==> src/rtl/updown_counter.sv <==
// Fully synchronous up/down counter with programmable modulus, clamped parallel load,
// combinational terminal count and registered wrap pulse. Define UPDOWN_COUNTER_SATURATE_EN to saturate instead of wrapping.
module updown_counter #(
  parameter int               WIDTH     = 4,
  parameter logic [WIDTH-1:0] MAX_COUNT = {WIDTH{1'b1}}
) (
  input  logic             clk,
  input  logic             reset,
  input  logic             en,
  input  logic             up,
  input  logic             load,
  input  logic [WIDTH-1:0] load_val,
  output logic [WIDTH-1:0] q,
  output logic             tc,
  output logic             wrap
);

  localparam logic [WIDTH-1:0] ZERO = '0;
  localparam logic [WIDTH-1:0] ONE  = WIDTH'(1);

  logic             at_max;
  logic             at_zero;
  logic [WIDTH-1:0] load_clamped;

  assign at_max       = (q == MAX_COUNT);
  assign at_zero      = (q == ZERO);
  assign load_clamped = (load_val > MAX_COUNT) ? MAX_COUNT : load_val;

  // Zero-latency so it can enable the next stage of a cascade in the same cycle.
  assign tc = en & (up ? at_max : at_zero);

  always_ff @(posedge clk) begin
    if (reset) begin
      q    <= ZERO;
      wrap <= 1'b0;
    end else if (load) begin
      q    <= load_clamped;
      wrap <= 1'b0;
    end else if (en) begin
      if (up) begin
        if (at_max) begin
`ifdef UPDOWN_COUNTER_SATURATE_EN
          q    <= MAX_COUNT;
          wrap <= 1'b0;
`else
          q    <= ZERO;
          wrap <= 1'b1;
`endif
        end else begin
          q    <= q + ONE;
          wrap <= 1'b0;
        end
      end else begin
        if (at_zero) begin
`ifdef UPDOWN_COUNTER_SATURATE_EN
          q    <= ZERO;
          wrap <= 1'b0;
`else
          q    <= MAX_COUNT;
          wrap <= 1'b1;
`endif
        end else begin
          q    <= q - ONE;
          wrap <= 1'b0;
        end
      end
    end else begin
      wrap <= 1'b0;
    end
  end

endmodule
==> config.mk <==
export PLATFORM = sky130hd
export DESIGN_NAME = updown_counter
export DESIGN_NICKNAME = d
export VERILOG_FILES = /design/src/rtl/updown_counter.sv
export SDC_FILE = /design/constraint.sdc
export NUM_CORES = 1
export LEC_CHECK = 0
export BUFFER_PORTS_ARGS = -buffer_cell sky130_fd_sc_hd__buf_2
export CAP_MARGIN = 10
export CELL_PAD_IN_SITES_DETAIL_PLACEMENT = 0
export CELL_PAD_IN_SITES_GLOBAL_PLACEMENT = 1
export CORE_AREA = 2 2 39 41
export DETAILED_ROUTE_END_ITERATION = 8
export DIE_AREA = 0 0 41 43
export GPL_TIMING_DRIVEN = 0
export HOLD_SLACK_MARGIN = 0.12
export PLACE_DENSITY_LB_ADDON = 0.15
export SYNTH_ARGS = -nofsm -noshare
export SYNTH_HDL_FRONTEND = slang
export SYNTH_SLANG_ARGS = --single-unit
==> constraint.sdc <==
create_clock -name clk -period 3.8 [get_ports clk]
set_input_delay 0.76 -clock clk [delete_from_list [all_inputs] [get_ports clk]]
set_output_delay 0.76 -clock clk [all_outputs]
set_load 0.005 [all_outputs]
# Word-level counts from Yosys, hierarchy flattened
# Cells that the tools add are included.
# Widths: inputs -> output; s select.
# classes
n_mux	10
bitwise_logic	2
n_eq_ne	1
addsub	2
n_reduce_logical	3
magnitude_cmp	1
# op_table
op	count
$mux 4	6
$add 4x1->4 const B	1
$eq 4x4->1 const B	1
$gt 4x4->1 const B	1
$logic_not 4->1	1
$mux 1	4
$sub 4x1->4 const B	1
$reduce_or 3->1	1
$reduce_bool 2->1	1
$and 1x1->1	1
$not 1->1	1
# totals
inputBits	9
reg_bits	5

# Logic depth before layout (Yosys ltp)
# Gate-level depths: netlist of the first run.
# logic_depth
depth_word	5
ltp_mapped	6
mapped_depth_nobuf	6

# Worst setup path after synthesis of the first run
# No wires, ideal clock.
# synth_path
kind	input to output
start	input port up
end	output port tc
arrival_time_ns	1.231
t_required_ns	3.040
slack_ns	1.809
cell_stages	4
path_cell_list	nand2b_1 nor3_1 a41oi_1 nor2b_1
# synth_between
elab_chain_cells	2
# synth_lines
element	line_no	text
from (decl)	10	input logic up,
$mux 1	30	assign tc = en & (up ? at_max : at_zero);
$and 1x1->1	30	
to (decl)	14	output logic tc,
# Every way passes these cells.

# Final worst setup path of the first run
# layout_path
start	register q[0]
end	output port tc
# layout_between
elab_chain_cells	3
# layout_lines
element	line_no	text
from (decl)	13	output logic [WIDTH-1:0] q,
from (signal assigned)	37	q <= load_clamped;
from (signal assigned)	50	q <= q + ONE;
from (signal assigned)	63	q <= q - ONE;
$eq 4x4->1 or $logic_not 4->1 (tied branches)	25, 26	
$mux 1 *	30	
$and 1x1->1 *	30	
# Every way passes the cells marked *; elsewhere a longest branch is shown, timed or not.

==> summary by stage, run 1 <==
Run status
The flow ran to the end, and the final reports show no timing, DRC or antenna violations.

Final layout
The repair_antennas step left the layout with diodes totalling 0. Once layout is complete, the utilization of the core stands at between 30% and 40%. The fraction of final layout cells with drive strength greater than 1 is 28.8%. The library cells used most frequently in the layout, excluding fill and tap cells, are 12 x sky130_fd_sc_hd__buf_2, 5 x sky130_fd_sc_hd__dfxtp_1, 4 x sky130_fd_sc_hd__a21oi_1. Leaving out fill and tap cells, the most frequent cell in the layout is sky130_fd_sc_hd__buf_2.

The net count of the finished layout is 71. The area overhead of the layout relative to synthesis is 30.4%.

Power and ir drop
The leakage dissipation is around 0.21 nW. The overall power after layout is 0.160 mW. Per report_power, the clock group accounts for 38.1% of the total.

Registers are responsible for 39.1% of the overall power. The analysis attributes to net switching a power of between 0.04 and 0.05 mW. The internal power component is 0.114 mW. The total power density per cell area is 346 nW/µm². The worst-case IR drop observed on VDD is between 0.15 and 0.2 mV. In this run switching power makes up ~29% of total power. The part of the power in combinational logic is a little under a quarter.

Setup path
Data on the critical path is required at its endpoint by 3040 ps. Data arrives at the worst endpoint at 1570 ps. The setup path with the least slack is of type flip-flop to output port. The worst setup path is launched from a flip-flop. The maximum net fanout on the critical path is 7.

The critical path capture point type is an output port.

Min path
The tightest min-delay check is of the flip-flop to flip-flop type.

Yosys
The number of nets handed over by synthesis was 54. The mapped netlist covers 354 µm². The count of synthesis-stage warnings from yosys is 0. Dividing the synthesized area by the synthesized cell count gives 8.23 µm². After synthesis, flip-flops and latches occupy between 20 and 30% of the total area. The synthesized design contains 5 register bits. The post-synthesis cell type count is 25. The cell count after synthesis is 43.

Timing
Final hold analysis gives a worst-case slack of roughly 710 ps. Setup total negative slack on the finished layout was measured at 0 ps. On the final layout, the worst clock skew is 5.68 ps.

The slew at the pin closest to its max-slew limit is 391 ps. Setup repair after global routing left no endpoint under its margin. Static timing analysis puts the maximum clock frequency at around 430 MHz. The worst pin sits at a relative slew slack of 73.9%. The count of endpoints failing setup in the final report is 0. The final hold violation count is 0. The worst path in the final design needs a cycle of 2330 ps, including I/O delays and setup. The final critical path takes up 61.3% of the cycle. The final max-slew violation count came to 0.

Die
The die area is about 1800 µm². The initial core utilization is 25.6%. The die is 43 µm tall. The boundary pin count is 15. The number of rows created at floorplan is 14. The width of the chip is 41 µm. The core region is 1380 µm².

Global route
The number of global-route vias before repair was 334. The number of antenna violations at the first check in global routing is 0. The aggregate global-route resource usage is 11.6%. Entering global routing, the biggest net connects 11 pins. The first-pass GRT wire length is 1370 µm.

The total overflow left after global routing is 0.

CTS
Post-CTS repair changed the size of 0 cells. The clock slew seen by the registers of the worst setup and hold paths is 50 ps. The maximum root-to-sink buffer count is 2. Buffers inserted during clock tree synthesis total 3. The tree is rooted in a sky130_fd_sc_hd__clkbuf_4. The clock tree from TritonCTS is done. Clock tree synthesis found a total of 5 sinks. CTS built an H-tree with a depth of 1.

The number of buffers added for setup after CTS is 0. For this design, the CTS-stage hold fixing added 0 buffers. The later pin in the worst-skew pair is clocked with a latency of around 240 ps.

Routing
Summed over all layers, the routed wires come to 799 µm. The routed layout has 363 vias. Dividing the detail-routed wire length by the instance count gives 10.7 µm.

Wire segments on met2 add up to 397 µm in the final route. The count of nets left with antenna violations after detail routing is 0. After detailed routing, the number of remaining DRC violations is 0. The routed length on met1 is 360 µm. After detailed routing, the number of vias per cell comes to 4.84.

Before antenna repair, the detailed router went through 4 iterations. The highest metal layer with signal wires is met4. The detailed router finished its first iteration with 2 violations. In the detailed route, the total length drawn on met3 is about 37 µm.

Run
The number of violations of the max-capacitance limit is 0.

Placement
Detailed placement ended at an HPWL of 618 µm. In this run the tool buffered the top-level ports with 12 buffer cells. The congestion estimate from routability-driven global placement came to 0.590.
## worst max-delay path: stages, from the launching register on
cell and delay, ps:
sky130_fd_sc_hd__dfxtp_1 450, sky130_fd_sc_hd__inv_1 90, sky130_fd_sc_hd__ha_1 230, sky130_fd_sc_hd__nand2b_1 90, sky130_fd_sc_hd__nor3_1 50, sky130_fd_sc_hd__a41oi_1 220, sky130_fd_sc_hd__nor2b_1 70, sky130_fd_sc_hd__buf_2 130
## per-layer routing
layer / vias to the layer above / global-route usage (%)
met5: - / 0
met4: 0 / 10.0
met3: 2 / 1.57
met2: 8 / 16.3
met1: 169 / 14.8
li1: 184 / -
## cell type report
cell class	instances	area (µm²)
clock buffers	3	22.5
plain buffers	2	7.51
well taps	16	20.0
clock inverters	1	5.00
flip-flops and latches	5	100
repair buffers	12	60.1
multi-input cells	33	235
fillers	162	922
inverters	3	11.3
## cell families (layout without fill, tap and decap cells)
family | Yosys count | after routing | synth area share [%]
compound gates | 13 | 13 | 25.4
xor+xnor | 3 | 3 | 7.42
fa+ha+maj | 2 | 2 | 7.07
buf+inv | 5 | 21 | 5.30
flops | 5 | 5 | 28.3
mux | 1 | 1 | 2.83
simple gates | 14 | 14 | 23.7
## final timing paths
path,cells past startpoint,to,from,slack (ps)
worst max register to register,5,q[3],q[0],2320
worst min register to register,2,q[2],q[2],710
worst min-delay path,2,q[2],q[2],710
worst max-delay path,7,tc,q[0],1470
## flip-flops by register name, indices dropped and copies added (netlist names)
name and count:
q 4, wrap 1
## synthesized netlist by cell type (all sizes together)
| library cell | n | share of area, % |
|---|---|---|
| o31ai | 1 | 2.1 |
| nor4b | 1 | 2.5 |
| a21o | 1 | 2.1 |
| nor2b | 3 | 5.3 |
| nor2 | 3 | 3.2 |
| a41oi | 1 | 2.5 |
| nand2b | 1 | 1.8 |
| or4b | 1 | 2.8 |
| o21ai | 1 | 1.4 |
| xor2 | 1 | 2.5 |
| or2b | 1 | 2.5 |
| o221ai | 1 | 2.5 |
| xnor2 | 2 | 4.9 |
| a21boi | 2 | 4.2 |
| nor3 | 1 | 1.4 |
| mux2i | 1 | 2.8 |
| o21a | 1 | 2.1 |
| ha | 2 | 7.1 |
| inv | 3 | 3.2 |
| nor3b | 1 | 2.1 |
| nand2 | 2 | 2.1 |
| clkbuf | 2 | 2.1 |
| o311a | 1 | 2.8 |
| a21oi | 4 | 5.7 |
| dfxtp | 5 | 28 |
## stage by stage
stage / instance area, µm² / cells / setup slack [ps]
after CTS: 462 / 75 / 1440
after global placement: 434 / 71 / 1480
final: 462 / 75 / 1470
after floorplan: 354 / 43 / 1810
after detailed placement: 434 / 71 / 1520
after global routing: 462 / 75 / 1280
## power by group through the flow
stage	Clock [mW]	Sequential, mW	Combinational (mW)
after global routing	0.0666	0.0632	0.0421
after CTS	0.0635	0.0624	0.0371
after global placement	0	0.0634	0.0373
final	0.0608	0.0624	0.0364
after detailed placement	0	0.0634	0.0368
after floorplan	0	0.0624	0.0242
Power figures use the tool's default switching activity.
==> inputs of run 2 (changes only) <==
Settings changed: ABC_AREA set to 1.
Clock period 3.8 ns to 2.3 ns, I/O delays scaled along.
==> run 2 against run 1 <==
Net effect:
- global-route usage up 0.61 points
- design area up 7.9%
- sequential share of layout area down 1.6 points
- synthesized cell count up 28%
- clock-buffer cell count up 1
- critical path type unchanged
- critical endpoint unchanged
- utilization up 2.6 points
- register-to-register slack worse by 1400 ps
- cell count up 19%
- highest routed layer is now met3
- area after synthesis up 7.8%
- setup slack worse by 1100 ps
==> summary by stage, run 2 <==
Global route
The number of global-route vias before repair is 333 (-0.30%). met1 is the most crowded layer. The met1 track demand over resource came to 17.7% (+3.0 points).

The aggregate global-route resource usage is 12.3% (+0.61 points). The met2 global-route usage is 16.3% (unchanged). The first-pass GRT wire length was 1410 µm (+3.5%). The met3 layer usage reported by global route was 6.28% (+4.7 points). The overall overflow remaining after global route came to 0 (unchanged). The largest net degree at the start of global routing is 8 (-3). The number of antenna violations at the first check in global routing is 0 (unchanged).

Die
The width of the chip is 41 µm (unchanged). The initial core utilization is 27.6% (+2.0 points). The area of the core is 1380 µm² (unchanged). The number of rows created at floorplan is 14 (unchanged). The die area is 1760 µm² (unchanged).

The y dimension of the die is 43 µm (unchanged). The boundary pin count is 15 (unchanged).

Final layout
The fill cell instance count of the final layout came to 162 (unchanged). The number of nets in the final layout came to 85 (+20%). The most common cell after layout, fill and taps aside is sky130_fd_sc_hd__nand2_1. The fraction of final layout cells with drive strength greater than 1 is 35.6% (+6.8 points).

The count of antenna diodes in the layout is 0 (unchanged). The number of flip-flops under the largest register name is 4 (unchanged). The area overhead of the layout relative to synthesis was 30.5% (about the same). The largest registers in the layout are q: 4 flops, wrap: 1 flops. The top register by number of flip-flops is q. The top cell types in the final layout, fill and taps aside, are 15 x sky130_fd_sc_hd__nand2_1, 14 x sky130_fd_sc_hd__buf_2, 7 x sky130_fd_sc_hd__inv_1.

Run status
The run finished with clean final reports.

Timing
The final hold violation count is 0 (unchanged). The headroom to the max-slew limit is 77.6% (+3.7 points). The worst clock skew is 4.77 ps (-0.911 ps). Counting I/O delays and the setup requirement, the final critical path takes slightly below 2000 ps. The total negative slack is 0 ps (unchanged).

The final max-slew violation count is 0 (unchanged). In the finished design, the share of the clock period the worst path needs comes to 83.9%. Derived from the worst setup path, the maximum achievable clock frequency is 518 MHz.

The count of endpoints failing setup in the final report is 0 (unchanged). Setup repair after global routing left no endpoint under its margin. The final worst slack was 369 ps (-1100 ps). The slew at the pin closest to its max-slew limit is 336 ps (-55.7 ps).

Yosys
The cell count after synthesis was 55 (+28%). In the synthesized netlist the dominant register cell turns out to be sky130_fd_sc_hd__dfxtp_1. The cell area after synthesis is 382 µm² (+7.8%). Summed over all instances, the cell type with the most area after synthesis is sky130_fd_sc_hd__dfxtp_1. The async set or reset register ratio after synthesis is 0% (unchanged). The portion of synthesized cell area occupied by the leading cell type was 26.2% (-2.0 points). The number of enable flip-flop cells after synthesis came to 0 (unchanged). The post-synthesis area per instance is 6.94 µm² (-16%). The commonest cells after synthesis are 15 x sky130_fd_sc_hd__nand2_1, 7 x sky130_fd_sc_hd__inv_1, 5 x sky130_fd_sc_hd__dfxtp_1, 5 x sky130_fd_sc_hd__nand3_1. Yosys instantiated no cell more often than sky130_fd_sc_hd__nand2_1. Yosys attributes the largest share of cell area to sky130_fd_sc_hd__dfxtp_1 26%, sky130_fd_sc_hd__nand2_1 15%, sky130_fd_sc_hd__inv_1 6.9%. The synthesized flop and latch total is 5 (unchanged). The post-synthesis cell type count was 19 (-24%). The synthesized netlist net count is 66 (+22%). The count of synthesis-stage warnings from yosys is 0 (unchanged). The register area share after synthesis was 26.2% (-2.0 points).

Routing
The detailed-route vias per instance came to 4.43 (-8.5%). The DRC violation count after routing is 0 (unchanged). The average wire per standard cell is 9.88 µm (-7.3%). The detailed-route via count is 394 (+8.5%). The count of nets left with antenna violations after detail routing is 0 (unchanged). The first-iteration detailed-routing DRC count is 8 (+6). The aggregate routed wire length is 879 µm (+10%).

The length of the first detailed-routing pass in iterations was 4 (unchanged).

Power and ir drop
The total power density per cell area is 550 nW/µm² (+59%). The leakage dissipation is 0.266 nW (+24%). The maximum VDD drop is 0.424 mV (+170%).

CTS
The hold buffer count at cts came to 0 (unchanged). The clock latency on the worst-skew pair is 240 ps (about the same). The total clock buffers created by CTS is 3 (unchanged). The tree is rooted in a sky130_fd_sc_hd__clkbuf_4. The post-cts resize count is 0 (unchanged). The maximum root-to-sink buffer count was 2 (unchanged).

The clock slew seen by the registers of the worst setup and hold paths is 40 ps (about the same). The clock tree from TritonCTS is done. The number of sinks driven by the clock tree was 5 (unchanged). The number of H-tree levels was 1 (unchanged). The number of buffers added for setup after CTS came to 0 (unchanged).

Setup path
The endpoint of the lowest-slack register-to-register path is q[3]. The worst-case reg-to-reg path depth is 8 (+3). The maximum net fanout on the critical path is 7 (unchanged). The data arrival time of the critical path came to 1470 ps (-100 ps). The launch point of the worst reg-to-reg path is q[1]. The category of the worst setup path launch point is a flip-flop. The worst setup path is captured at an output port. The required time of the critical path was 1840 ps (-1200 ps).

The worst setup path is of the flip-flop to output port kind. The worst reg-to-reg setup slack was 940 ps (-1380 ps).

Placement
The count of input and output buffers was 14 (+2). The half-perimeter wire length of the detailed placement result is 684 µm (+11%). The routability congestion estimate from global placement is 0.711 (+21%). The worst setup slack before clock tree synthesis is 619 ps (-904 ps).

Min path
The path with the worst hold slack has its endpoint at q[3]. The path category of the worst min-delay check is primary input to flip-flop. The startpoint of the most critical hold path is reset. The number of cells on the worst hold path is 2 (unchanged).

Run
The number of violations of the max-capacitance limit is 0 (unchanged).
-- run 2: cell count changes in the layout (fill, tap and decap cells not counted), sizes merged, moves of 2 or more --
cell    before  now
a21boi       2    0
a22oi        0    2
buf         12   15
inv          3   10
nand2        2   15
nand3        0    7
nor2b        3    0
-- run 2: metrics by stage --
stage               hold WS, ps  power [mW]  cell area, µm²  util (%)  std cells
finish                      446       0.274             498      36.0         89
global route                454       0.294             498      36.0         89
CTS                         446       0.279             498      36.0         89
detailed placement          633       0.177             472      34.1         85
global placement            639       0.178             472      34.1         85
floorplan                   522       0.150             382         -         55
-- run 2: worst max path at each step --
stage | startpoint | slack (ps) | cells past startpoint | endpoint
global route | q[1] | 230 | 7 | tc
detailed placement | q[1] | 620 | 7 | tc
finish | q[1] | 370 | 7 | tc
floorplan | q[1] | 840 | 5 | tc
CTS | q[1] | 350 | 7 | tc
global placement | q[0] | 600 | 7 | tc
-- run 2: routing by layer --
layer,part of all wire [%],up-vias,routed length [µm]
met3,5.8,0,51
met2,49,11,427
met4,0,0,0
met5,0,-,0
met1,45,168,399
li1,-,215,-
-- run 2: layout make-up --
cell class	count	area, µm²	share of cell area, %
inverters	10	37.5	7.54
plain buffers	1	11.3	2.26
repair buffers	14	70.1	14.1
clock buffers	4	26.3	5.28
flip-flops and latches	5	100	20.1
multi-input cells	39	233	46.7
well taps	16	20.0	4.02
-- run 2: cell families (layout without fill, tap and decap cells) --
kind of cell,count (synthesis),after routing,share of synthesized area (%)
adder cells (fa/ha/maj),2,2,6.56
AO/OA/AOI/OAI,7,7,14.4
flip-flops,5,5,26.2
XOR/XNOR,2,2,4.59
buffers and inverters,11,29,12.8
AND/OR/NAND/NOR,28,28,35.4
-- run 2: worst max-delay path: stages, from the launching register on --
cell and delay [ps]:
sky130_fd_sc_hd__dfxtp_1 510, sky130_fd_sc_hd__inv_1 80, sky130_fd_sc_hd__ha_1 220, sky130_fd_sc_hd__nand3_1 90, sky130_fd_sc_hd__nand2_1 60, sky130_fd_sc_hd__nand3_1 100, sky130_fd_sc_hd__inv_1 50, sky130_fd_sc_hd__buf_2 120
-- run 2: where the power goes --
group | total [mW] | internal (mW) | leakage, nW | switching [mW]
registers | 0.104 | 0.0930 | 0.0413 | 0.0106
logic | 0.0704 | 0.0332 | 0.209 | 0.0372
clock network | 0.100 | 0.0655 | 0.0150 | 0.0345
total | 0.274 | 0.192 | 0.266 | 0.0824
==> inputs of run 3 (changes only) <==
Clock period 2.3 ns to 1.95 ns, I/O delays scaled along.
==> run 3 against run 2 <==
Net effect:
- die area stayed put
- combinational power is 18% higher
- flip-flop and latch count stayed put
- clock-buffer cell count stayed put
- clock skew stayed put
- sequential share of layout area is 0.40 points higher
- setup slack worse by 160 ps
- non-clock buffer count stayed put
- critical path type unchanged
- largest cell class unchanged
- largest power group unchanged
==> summary by stage, run 3 (synthesis results as in run 2) <==
Setup path
The data arrival time of the critical path is 1350 ps (-120 ps). The slowest stage of the critical path is the sky130_fd_sc_hd__dfxtp_2 cell. The category of the worst setup path launch point is a flip-flop. The maximum net fanout on the critical path came to 7 (unchanged). The delay of the slowest critical-path stage is 420 ps (-90 ps).

In this design, the largest share of critical-path delay is due to flip-flops. The worst setup path is captured at an output port. The total number of cells along the worst setup path came to 7 (unchanged). The critical path goes through inv_1 -> ha_1 -> nand3_1 -> nand2_1 -> nand3_1 -> inv_1 -> buf_2. The buffer and inverter count on the worst path is 3 (unchanged).

The worst-case reg-to-reg path depth is 8 (unchanged). The critical path is of the flip-flop to output port type. The required time of the critical path came to 1560 ps (-280 ps).

Final layout
The post-route cell area was 500 µm² (+0.50%). The number of flip-flops under the largest register name was 4 (unchanged). The count of antenna diodes in the layout was 0 (unchanged). The area overhead of the layout relative to synthesis is 31.1%. The number of nets in the final layout is 85 (unchanged). The largest registers in the layout are q: 4 flops, wrap: 1 flops.

The library cells used most frequently in the layout, excluding fill and tap cells, are 15 x sky130_fd_sc_hd__nand2_1, 14 x sky130_fd_sc_hd__buf_2, 7 x sky130_fd_sc_hd__inv_1. Leaving out fill and tap cells, the most frequent cell in the layout is sky130_fd_sc_hd__nand2_1. The fraction of final layout cells with drive strength greater than 1 is 38.4% (+2.7 points). The top register by number of flip-flops is q.

Routing
The first-iteration detailed-routing DRC count was 8 (unchanged). The average wire per standard cell was 9.88 µm (unchanged). The count of nets left with antenna violations after detail routing came to 0 (unchanged). The length of the first detailed-routing pass in iterations is 4 (unchanged). The aggregate routed wire length was 879 µm (unchanged). The DRC violation count after routing is 0 (unchanged). The detailed-route via count is 394 (unchanged). The detailed-route vias per instance is 4.43 (unchanged).

CTS
The hold buffer count at cts is 0 (unchanged). TritonCTS built the clock tree. The clock slew seen by the registers of the worst setup and hold paths is 40 ps (about the same).

The clock latency on the worst-skew pair is 240 ps (about the same). The number of buffers added for setup after CTS is 0 (unchanged). Clock tree synthesis selected as its root buffer the cell sky130_fd_sc_hd__clkbuf_4. The number of H-tree levels came to 1 (unchanged).

The total clock buffers created by CTS came to 3 (unchanged). The number of sinks driven by the clock tree is 5 (unchanged). The maximum root-to-sink buffer count was 2 (unchanged).

Min path
The path category of the worst min-delay check is primary input to flip-flop. The number of cells on the worst hold path is 2 (unchanged).

Timing
The peak clock frequency supported by timing is 573 MHz. The worst clock skew is 4.77 ps (unchanged). The total negative slack came to 0 ps (unchanged).

The slew at the pin closest to its max-slew limit is 287 ps (-49.1 ps). The final max-slew violation count is 0 (unchanged). Setup repair after global routing left no endpoint under its margin. The headroom to the max-slew limit came to 80.8% (+3.2 points). The count of endpoints failing setup in the final report was 0 (unchanged). The final hold violation count is 0 (unchanged).

The time the worst path needs with I/O delays and setup is 1740 ps. Of the available clock period, the critical path in the final layout requires 89.5%.

Placement
The half-perimeter wire length of the detailed placement result is 684 µm (unchanged). The routability congestion estimate from global placement is 0.711 (unchanged). The count of input and output buffers is 14 (unchanged). The post-detailed-placement cell area is 472 µm² (unchanged).

Global route
The aggregate global-route resource usage is 12.3% (unchanged). The first-pass GRT wire length is 1410 µm (unchanged). The number of global-route vias before repair is 333 (unchanged).

The overall overflow remaining after global route is 0 (unchanged). The met1 track demand over resource is 17.7% (unchanged). The largest net degree at the start of global routing is 8 (unchanged).

The most used routing layer in global routing is met1. The met2 global-route usage is 16.3% (unchanged). The met3 layer usage reported by global route came to 6.28% (unchanged). The number of antenna violations at the first check in global routing is 0 (unchanged).

Power and ir drop
The power share of the sequential group came to 38.0% (+0.2 points). The part of the power in combinational logic is 25.6% (about the same). The proportion of power drawn by the clock network came to 36.4% (about the same). The switching power total came to 0.0972 mW (+18%). The maximum VDD drop is 0.501 mV (+18%). The overall power after layout came to 0.324 mW (+18%). The internal power component came to 0.227 mW (+18%). The proportion of total power due to net switching came to 30.0% (-0.079 points).

The total power density per cell area is 648 nW/µm² (+18%). The leakage dissipation is 0.266 nW (+0.21%).

Die
The boundary pin count is 15 (unchanged). The area of the core was 1380 µm² (unchanged). The y dimension of the die is 43 µm (unchanged). The width of the chip is 41 µm (unchanged).

The number of rows created at floorplan is 14 (unchanged). The die area is 1760 µm² (unchanged). The initial core utilization is 27.6% (unchanged).

Run
The number of violations of the max-capacitance limit is 0 (unchanged).

Run status
The run finished with clean final reports.
-- run 3: power groups by stage --
stage	combinational [mW]	sequential, mW	clock (mW)
final	0.0831	0.123	0.118
after detailed placement	0.0841	0.125	0
after floorplan	0.0548	0.122	0
after global placement	0.0849	0.125	0
after global routing	0.0957	0.125	0.128
after CTS	0.0843	0.123	0.122
-- run 3: metrics by stage --
step	hold WS, ps	util (%)	instances	setup WS [ps]
5_1_grt	384	36.2	89	83.2
2_1_floorplan	452	-	55	559
3_3_place_gp	632	34.1	85	318
3_5_place_dp	633	34.1	85	339
4_1_cts	376	36.0	89	70.0
6_report	376	36.2	89	206
-- run 3: worst paths after layout --
kind              start   end  slack, ps
setup reg to reg   q[1]  q[3]        710
hold reg to reg    q[0]  q[0]        540
setup / recovery   q[1]    tc        210
hold / removal    reset  q[3]        380
-- run 3: area by class of cell --
class	count	area, µm²
Inverter	10	37.5
Tap cell	16	20.0
Sequential cell	5	103
Buffer	1	11.3
Clock buffer	4	26.3
Multi-Input combinational cell	39	233
Timing Repair Buffer	14	70.1
Fill cell	161	883
-- run 3: routing by layer --
layer | vias up | wire, µm
met5 | - | 0
met3 | 0 | 51
met1 | 168 | 399
met2 | 11 | 427
li1 | 215 | -
met4 | 0 | 0
-- run 3: repair_timing --
item,4_1_cts,5_1_grt
gates resized for setup,0,2
endpoints found under the setup margin,0,1
endpoints found under the hold margin,0,0
